--- src/rtl/mio_bus_if.sv ---
// CPU/RAM/IO bus bundle for mio_bus. The slave modport is the bridge view;
// the master modport is the view of whoever drives the CPU, RAM and IO sides.
interface mio_bus_if #(
    parameter int unsigned ADDR_W = 10
);
    logic              mem_r;
    logic              mem_w;
    logic [31:0]       addr;
    logic [31:0]       data_w;
    logic [31:0]       data_r;
    logic              mio_ready;
    logic              ram_en;
    logic              ram_we;
    logic [ADDR_W-1:0] ram_addr;
    logic [31:0]       ram_din;
    logic [31:0]       ram_dout;
    logic              io_en;
    logic              io_we;
    logic [7:0]        io_addr;
    logic [31:0]       io_wdata;
    logic [31:0]       io_rdata;
    logic              io_ack;
    logic              bus_err;

    modport slave (
        input  mem_r, mem_w, addr, data_w, ram_dout, io_rdata, io_ack,
        output data_r, mio_ready, ram_en, ram_we, ram_addr, ram_din,
               io_en, io_we, io_addr, io_wdata, bus_err
    );

    modport master (
        output mem_r, mem_w, addr, data_w, ram_dout, io_rdata, io_ack,
        input  data_r, mio_ready, ram_en, ram_we, ram_addr, ram_din,
               io_en, io_we, io_addr, io_wdata, bus_err
    );
endinterface

--- src/rtl/mio_bus.sv ---
// Memory/IO bridge: routes one CPU load/store at a time to a fixed-latency RAM
// or an acked IO page, with timeout and a sticky error flag. All outputs registered.
module mio_bus #(
    parameter int unsigned RAM_LATENCY = 2,
    parameter int unsigned ADDR_W      = 10,
    parameter logic [23:0] IO_PAGE     = 24'hFFFFFF,
    parameter int unsigned IO_TIMEOUT  = 15
) (
    input logic        clk,
    input logic        reset,
    mio_bus_if.slave   bus
);

    typedef enum logic [2:0] {StIdle, StRamWait, StIoWait, StDone, StErr} state_e;

    state_e            state_q, state_d;
    logic [3:0]        ram_cnt_q, ram_cnt_d;
    logic [7:0]        io_cnt_q, io_cnt_d;
    logic              we_q, we_d;
    logic [31:0]       data_r_q, data_r_d;
    logic              mio_ready_q, mio_ready_d;
    logic              ram_en_q, ram_en_d;
    logic              ram_we_q, ram_we_d;
    logic [ADDR_W-1:0] ram_addr_q, ram_addr_d;
    logic [31:0]       ram_din_q, ram_din_d;
    logic              io_en_q, io_en_d;
    logic              io_we_q, io_we_d;
    logic [7:0]        io_addr_q, io_addr_d;
    logic [31:0]       io_wdata_q, io_wdata_d;
    logic              bus_err_q, bus_err_d;

    always_comb begin
        state_d     = state_q;
        ram_cnt_d   = ram_cnt_q;
        io_cnt_d    = io_cnt_q;
        we_d        = we_q;
        data_r_d    = data_r_q;
        mio_ready_d = 1'b0;
        ram_en_d    = ram_en_q;
        ram_we_d    = ram_we_q;
        ram_addr_d  = ram_addr_q;
        ram_din_d   = ram_din_q;
        io_en_d     = io_en_q;
        io_we_d     = io_we_q;
        io_addr_d   = io_addr_q;
        io_wdata_d  = io_wdata_q;
        bus_err_d   = bus_err_q;

        unique case (state_q)
            StIdle: begin
                if (bus.mem_r || bus.mem_w) begin
                    we_d = bus.mem_w;
                    if (bus.addr[1:0] != 2'b00) begin
                        state_d   = StErr;
                        bus_err_d = 1'b1;
                    end else if (bus.addr[31:8] == IO_PAGE) begin
                        state_d    = StIoWait;
                        io_cnt_d   = 8'd0;
                        io_en_d    = 1'b1;
                        io_we_d    = bus.mem_w;
                        io_addr_d  = bus.addr[7:0];
                        io_wdata_d = bus.data_w;
                    end else begin
                        state_d    = StRamWait;
                        ram_cnt_d  = 4'd0;
                        ram_en_d   = 1'b1;
                        ram_we_d   = bus.mem_w;
                        ram_addr_d = bus.addr[ADDR_W+1:2];
                        ram_din_d  = bus.data_w;
                    end
                end
            end
            StRamWait: begin
                if (ram_cnt_q == 4'(RAM_LATENCY - 1)) begin
                    if (!we_q) data_r_d = bus.ram_dout;
                    ram_en_d = 1'b0;
                    ram_we_d = 1'b0;
                    state_d  = StDone;
                end else begin
                    ram_cnt_d = ram_cnt_q + 4'd1;
                end
            end
            StIoWait: begin
                // An ack on the timeout cycle wins over the timeout.
                if (bus.io_ack) begin
                    if (!we_q) data_r_d = bus.io_rdata;
                    io_en_d = 1'b0;
                    io_we_d = 1'b0;
                    state_d = StDone;
                end else if (io_cnt_q == 8'(IO_TIMEOUT - 1)) begin
                    bus_err_d = 1'b1;
                    data_r_d  = 32'h0;
                    io_en_d   = 1'b0;
                    io_we_d   = 1'b0;
                    state_d   = StDone;
                end else begin
                    io_cnt_d = io_cnt_q + 8'd1;
                end
            end
            StDone: begin
                mio_ready_d = 1'b1;
                state_d     = StIdle;
            end
            StErr: begin
                state_d = StErr;
            end
            default: state_d = StIdle;
        endcase
    end

    always_ff @(posedge clk or posedge reset) begin
        if (reset) begin
            state_q     <= StIdle;
            ram_cnt_q   <= 4'd0;
            io_cnt_q    <= 8'd0;
            we_q        <= 1'b0;
            data_r_q    <= 32'h0;
            mio_ready_q <= 1'b0;
            ram_en_q    <= 1'b0;
            ram_we_q    <= 1'b0;
            ram_addr_q  <= '0;
            ram_din_q   <= 32'h0;
            io_en_q     <= 1'b0;
            io_we_q     <= 1'b0;
            io_addr_q   <= 8'h0;
            io_wdata_q  <= 32'h0;
            bus_err_q   <= 1'b0;
        end else begin
            state_q     <= state_d;
            ram_cnt_q   <= ram_cnt_d;
            io_cnt_q    <= io_cnt_d;
            we_q        <= we_d;
            data_r_q    <= data_r_d;
            mio_ready_q <= mio_ready_d;
            ram_en_q    <= ram_en_d;
            ram_we_q    <= ram_we_d;
            ram_addr_q  <= ram_addr_d;
            ram_din_q   <= ram_din_d;
            io_en_q     <= io_en_d;
            io_we_q     <= io_we_d;
            io_addr_q   <= io_addr_d;
            io_wdata_q  <= io_wdata_d;
            bus_err_q   <= bus_err_d;
        end
    end

    assign bus.data_r    = data_r_q;
    assign bus.mio_ready = mio_ready_q;
    assign bus.ram_en    = ram_en_q;
    assign bus.ram_we    = ram_we_q;
    assign bus.ram_addr  = ram_addr_q;
    assign bus.ram_din   = ram_din_q;
    assign bus.io_en     = io_en_q;
    assign bus.io_we     = io_we_q;
    assign bus.io_addr   = io_addr_q;
    assign bus.io_wdata  = io_wdata_q;
    assign bus.bus_err   = bus_err_q;

endmodule

--- src/flat_wrapper.sv ---
// flat-port wrapper written by rule: the top's interface ports become plain ports
module mio_bus_flat 
#(
    parameter int unsigned RAM_LATENCY = 2,
    parameter int unsigned ADDR_W      = 10,
    parameter logic [23:0] IO_PAGE     = 24'hFFFFFF,
    parameter int unsigned IO_TIMEOUT  = 15
)
  (clk, reset, bus_mem_r, bus_mem_w, bus_addr, bus_data_w, bus_ram_dout, bus_io_rdata, bus_io_ack, bus_data_r, bus_mio_ready, bus_ram_en, bus_ram_we, bus_ram_addr, bus_ram_din, bus_io_en, bus_io_we, bus_io_addr, bus_io_wdata, bus_bus_err);
  mio_bus_if #(.ADDR_W(ADDR_W)) bus_i ();
  input logic clk;
  input logic reset;
  input wire logic [$bits(bus_i.mem_r)-1:0] bus_mem_r;
  input wire logic [$bits(bus_i.mem_w)-1:0] bus_mem_w;
  input wire logic [$bits(bus_i.addr)-1:0] bus_addr;
  input wire logic [$bits(bus_i.data_w)-1:0] bus_data_w;
  input wire logic [$bits(bus_i.ram_dout)-1:0] bus_ram_dout;
  input wire logic [$bits(bus_i.io_rdata)-1:0] bus_io_rdata;
  input wire logic [$bits(bus_i.io_ack)-1:0] bus_io_ack;
  output wire logic [$bits(bus_i.data_r)-1:0] bus_data_r;
  output wire logic [$bits(bus_i.mio_ready)-1:0] bus_mio_ready;
  output wire logic [$bits(bus_i.ram_en)-1:0] bus_ram_en;
  output wire logic [$bits(bus_i.ram_we)-1:0] bus_ram_we;
  output wire logic [$bits(bus_i.ram_addr)-1:0] bus_ram_addr;
  output wire logic [$bits(bus_i.ram_din)-1:0] bus_ram_din;
  output wire logic [$bits(bus_i.io_en)-1:0] bus_io_en;
  output wire logic [$bits(bus_i.io_we)-1:0] bus_io_we;
  output wire logic [$bits(bus_i.io_addr)-1:0] bus_io_addr;
  output wire logic [$bits(bus_i.io_wdata)-1:0] bus_io_wdata;
  output wire logic [$bits(bus_i.bus_err)-1:0] bus_bus_err;
  assign bus_i.mem_r = bus_mem_r;
  assign bus_i.mem_w = bus_mem_w;
  assign bus_i.addr = bus_addr;
  assign bus_i.data_w = bus_data_w;
  assign bus_i.ram_dout = bus_ram_dout;
  assign bus_i.io_rdata = bus_io_rdata;
  assign bus_i.io_ack = bus_io_ack;
  assign bus_data_r = bus_i.data_r;
  assign bus_mio_ready = bus_i.mio_ready;
  assign bus_ram_en = bus_i.ram_en;
  assign bus_ram_we = bus_i.ram_we;
  assign bus_ram_addr = bus_i.ram_addr;
  assign bus_ram_din = bus_i.ram_din;
  assign bus_io_en = bus_i.io_en;
  assign bus_io_we = bus_i.io_we;
  assign bus_io_addr = bus_i.io_addr;
  assign bus_io_wdata = bus_i.io_wdata;
  assign bus_bus_err = bus_i.bus_err;
  mio_bus #(.RAM_LATENCY(RAM_LATENCY), .ADDR_W(ADDR_W), .IO_PAGE(IO_PAGE), .IO_TIMEOUT(IO_TIMEOUT)) u_core (.clk(clk), .reset(reset), .bus(bus_i));
endmodule
--- config.mk ---
export PLATFORM = sky130hd
export DESIGN_NAME = mio_bus_flat
export DESIGN_NICKNAME = d
export VERILOG_FILES = /design/src/rtl/mio_bus_if.sv /design/src/rtl/mio_bus.sv /design/src/flat_wrapper.sv
export SDC_FILE = /design/constraint.sdc
export NUM_CORES = 1
export LEC_CHECK = 0
export BUFFER_PORTS_ARGS = -buffer_cell sky130_fd_sc_hd__buf_2
export CAP_MARGIN = 15
export CORE_UTILIZATION = 50
export CTS_CLUSTER_DIAMETER = 100
export DETAILED_ROUTE_END_ITERATION = 10
export PLACE_DENSITY = 0.84
export SLEW_MARGIN = 15
export SYNTH_ARGS = -nofsm -noshare
export SYNTH_HDL_FRONTEND = slang
export SYNTH_SLANG_ARGS = --single-unit
--- constraint.sdc ---
create_clock -name clk -period 6.1 [get_ports clk]
set_input_delay 0.61 -clock clk [delete_from_list [all_inputs] [get_ports clk]]
set_output_delay 0.61 -clock clk [all_outputs]
set_load 0.01 [all_outputs]
==> results.sh <==
export IMPL_status="finished, final reports clean"
export IMPL_critPathTopFamily="simple AND/OR/NAND/NOR gates"
export IMPL_fin_skew_ns=0.00859
export IMPL_max_slew_margin=0.428
export IMPL_fin_setup_tns_ns=0
export IMPL_dp_final_hpwl_um=10700
export IMPL_end_kind="flop"
export IMPL_synth_edff_count=0
export IMPL_numPortBuffers=252
export IMPL_layout_setup_ws_ns=3.40
export IMPL_core_area_mm2=0.0115
export IMPL_drc_errors=0
export IMPL_r2r_cells=5
export IMPL_finalWirelength_um=14900
export IMPL_drive_gt1_frac=0.505
export IMPL_ios=253
export IMPL_firstDrtPassIters=4
export IMPL_clock_sinks=136
export IMPL_cts_root_buffer="clkbuf_16"
export IMPL_place_ws_ns=3.26
export IMPL_cp_depth=5
export IMPL_antenna_found_initial=0
export IMPL_cts_resized=0
export IMPL_syn_to_final_growth_pct=32.7
export IMPL_clockBufferDepth=2
export IMPL_die_w_um=111
export IMPL_final_cell_mix="buf_2, dfrtp_1, mux2_2"
export IMPL_cpMaxStageDelayCell="a211oi_4"
export IMPL_hp_class="input port to asynchronous set/reset pin"
export IMPL_num_rows=39
export IMPL_cp_max_fo=35
export IMPL_rsz0062_at_grt="no"
export IMPL_cts_setup_buffers=0
export IMPL_worstPathRequired_ns=6.39
export IMPL_grt_total_usage=0.256
export IMPL_syn_nets=630
export IMPL_drtAntennaViolNets=0
export IMPL_path_class="flop to flop"
export IMPL_grt_pass1_wl_um=24600
export IMPL_diodes=0
export IMPL_dp_cells=863
export IMPL_avgRoutedWirePerCell_um=16.7
export IMPL_layout_commonest_cell="buf_2"
export IMPL_syn_instance_count=493
export IMPL_fin_util=0.684
export IMPL_syn_area_mm2=0.00591
export IMPL_finalCritPeriodShare=0.442
export IMPL_hold_buffers=0
export IMPL_async_flop_share=1.00
export IMPL_cp_arrival_ns=2.99
export IMPL_synth_ff_type="dfrtp_1"
export IMPL_ys_warnings_count=0
export IMPL_grt_max_degree=72
export IMPL_ys_seq_elements=136
export IMPL_path_buf_inv=1
export IMPL_numCtsBuffers=17
export IMPL_max_vdd_ir_drop_uv=206
export IMPL_tightest_slew_ns=0.858
export IMPL_maxCapViolations=0
export IMPL_clkTransAtPathRegs_ns=0.07
export IMPL_power_density_mw_per_mm2=312
export IMPL_die_h_um=111
export IMPL_cts_htree_levels=4
export IMPL_clock_latency_ns=0.41
export IMPL_fill_cells=830
export IMPL_overflow=0
export IMPL_initial_core_util=0.515
export IMPL_final_nets=877
export IMPL_cts_tree="yes"
export IMPL_dieArea_mm2=0.0123
export IMPL_slew_violations=0
export IMPL_syn_area_per_cell_um2=12.0
export IMPL_gp_congestion=0.798
export IMPL_final_cell_count_no_fill=896
export IMPL_vias=4783
export IMPL_setup_violations=0
export IMPL_grt_pass1_vias=4815
export IMPL_yosysSeqAreaShare=0.576
export IMPL_cp_start_kind="flop"
export IMPL_max_freq_mhz=371
export IMPL_power_leakage_uw=0.00431
export IMPL_hold_violations=0
export IMPL_vias_per_cell=5.34
export IMPL_first_iter_violations=229
export IMPL_critPathMaxStageDelay_ns=0.54
export IMPL_ys_types=55
export IMPL_fin_crit_ns=2.70
export IMPL_cp_cell_sequence="nor3_4 > nand2_2 > a211oi_4 > buf_4 > mux2_2"
## per-stage QoR
stage	cell area, µm²	hold WS [ns]	power, µW
2_1_floorplan	5910	0.467	1260
4_1_cts	7820	0.387	2470
3_3_place_gp	7230	0.459	1420
6_report	7840	0.351	2440
3_5_place_dp	7230	0.454	1450
5_1_grt	7840	0.418	2550
## cell usage after synthesis (all sizes together) (2+ instances only)
cell | instances | area, µm²
a22o | 2 | 17.5
or3b | 4 | 35.0
o21a | 2 | 15.0
o22ai | 4 | 25.0
a31oi | 3 | 18.8
and3 | 33 | 206
or3 | 2 | 12.5
o211ai | 2 | 20.0
nand2 | 49 | 186
o21ai | 39 | 195
a21o | 3 | 22.5
buf | 17 | 123
inv | 6 | 22.5
a2111oi | 2 | 18.8
nor3 | 3 | 26.3
a211oi | 2 | 27.5
nand3 | 5 | 25.0
mux2 | 80 | 901
and2 | 3 | 18.8
nor3b | 3 | 27.5
clkbuf | 12 | 45.0
nor4 | 2 | 18.8
o31ai | 2 | 15.0
nand4 | 7 | 43.8
dfrtp | 136 | 3400
a21oi | 39 | 195
ha | 4 | 50.1
nor2 | 12 | 45.0
## cells by family after synthesis
| kind of cell | share of synthesized area |
|---|---|
| AOI/OAI and AO/OA | 0.109 |
| and+or+nand+nor | 0.117 |
| buffers and inverters | 0.0322 |
| muxes | 0.154 |
| DFF | 0.576 |
| xor gates and xnor gates | 0.00148 |
| adders and majority gates | 0.0102 |
## where the power goes
| part | leakage, µW | switching, µW | internal [µW] |
|---|---|---|---|
| clock network | 0.000295 | 461 | 556 |
| registers | 0.00177 | 76.7 | 1010 |
| logic | 0.00224 | 174 | 166 |
## routing by layer
| metal | share of wire | track usage |
|---|---|---|
| met2 | 0.53 | 0.453 |
| met5 | 0 | 0 |
| met3 | 0.072 | 0.0722 |
| met4 | 0.012 | 0.0844 |
| met1 | 0.39 | 0.298 |
## path summary, 6_finish.rpt
path,from,slack (ns),end
min,reset,0.35,u_core.bus.ram_din[7]
min in group clk,bus_addr[5],0.43,u_core.bus.ram_addr[3]
min reg2reg,u_core.bus.bus_err,0.47,u_core.bus.bus_err
max in group asynchronous,reset,4.38,u_core.bus.ram_din[6]
max,u_core.state_q[0],3.40,u_core.bus.ram_din[16]
max reg2reg,u_core.state_q[0],3.40,u_core.bus.ram_din[16]
## state kept, by name, summed over array words and instances, names as in the netlist, 3 cells and up
register and flops:
u_core.ram_cnt_q 4, u_core.bus.ram_din 32, u_core.io_cnt_q 8, u_core.bus.io_addr 8, u_core.bus.data_r 32, u_core.bus.io_wdata 32
u_core.bus.ram_addr 10, u_core.state_q 3
## area by class of cell
type / count / area (µm²) / share of cell area
timing repair buffer: 257 / 1310 / 0.167
sequential: 136 / 3400 / 0.434
multi-input combinational: 322 / 2330 / 0.297
clock buffer: 17 / 425 / 0.0543
tap: 143 / 179 / 0.0228
clock inverter: 15 / 171 / 0.0219
inverter: 6 / 25.0 / 0.00319
No activity file was read; power rests on OpenSTA's default activity.
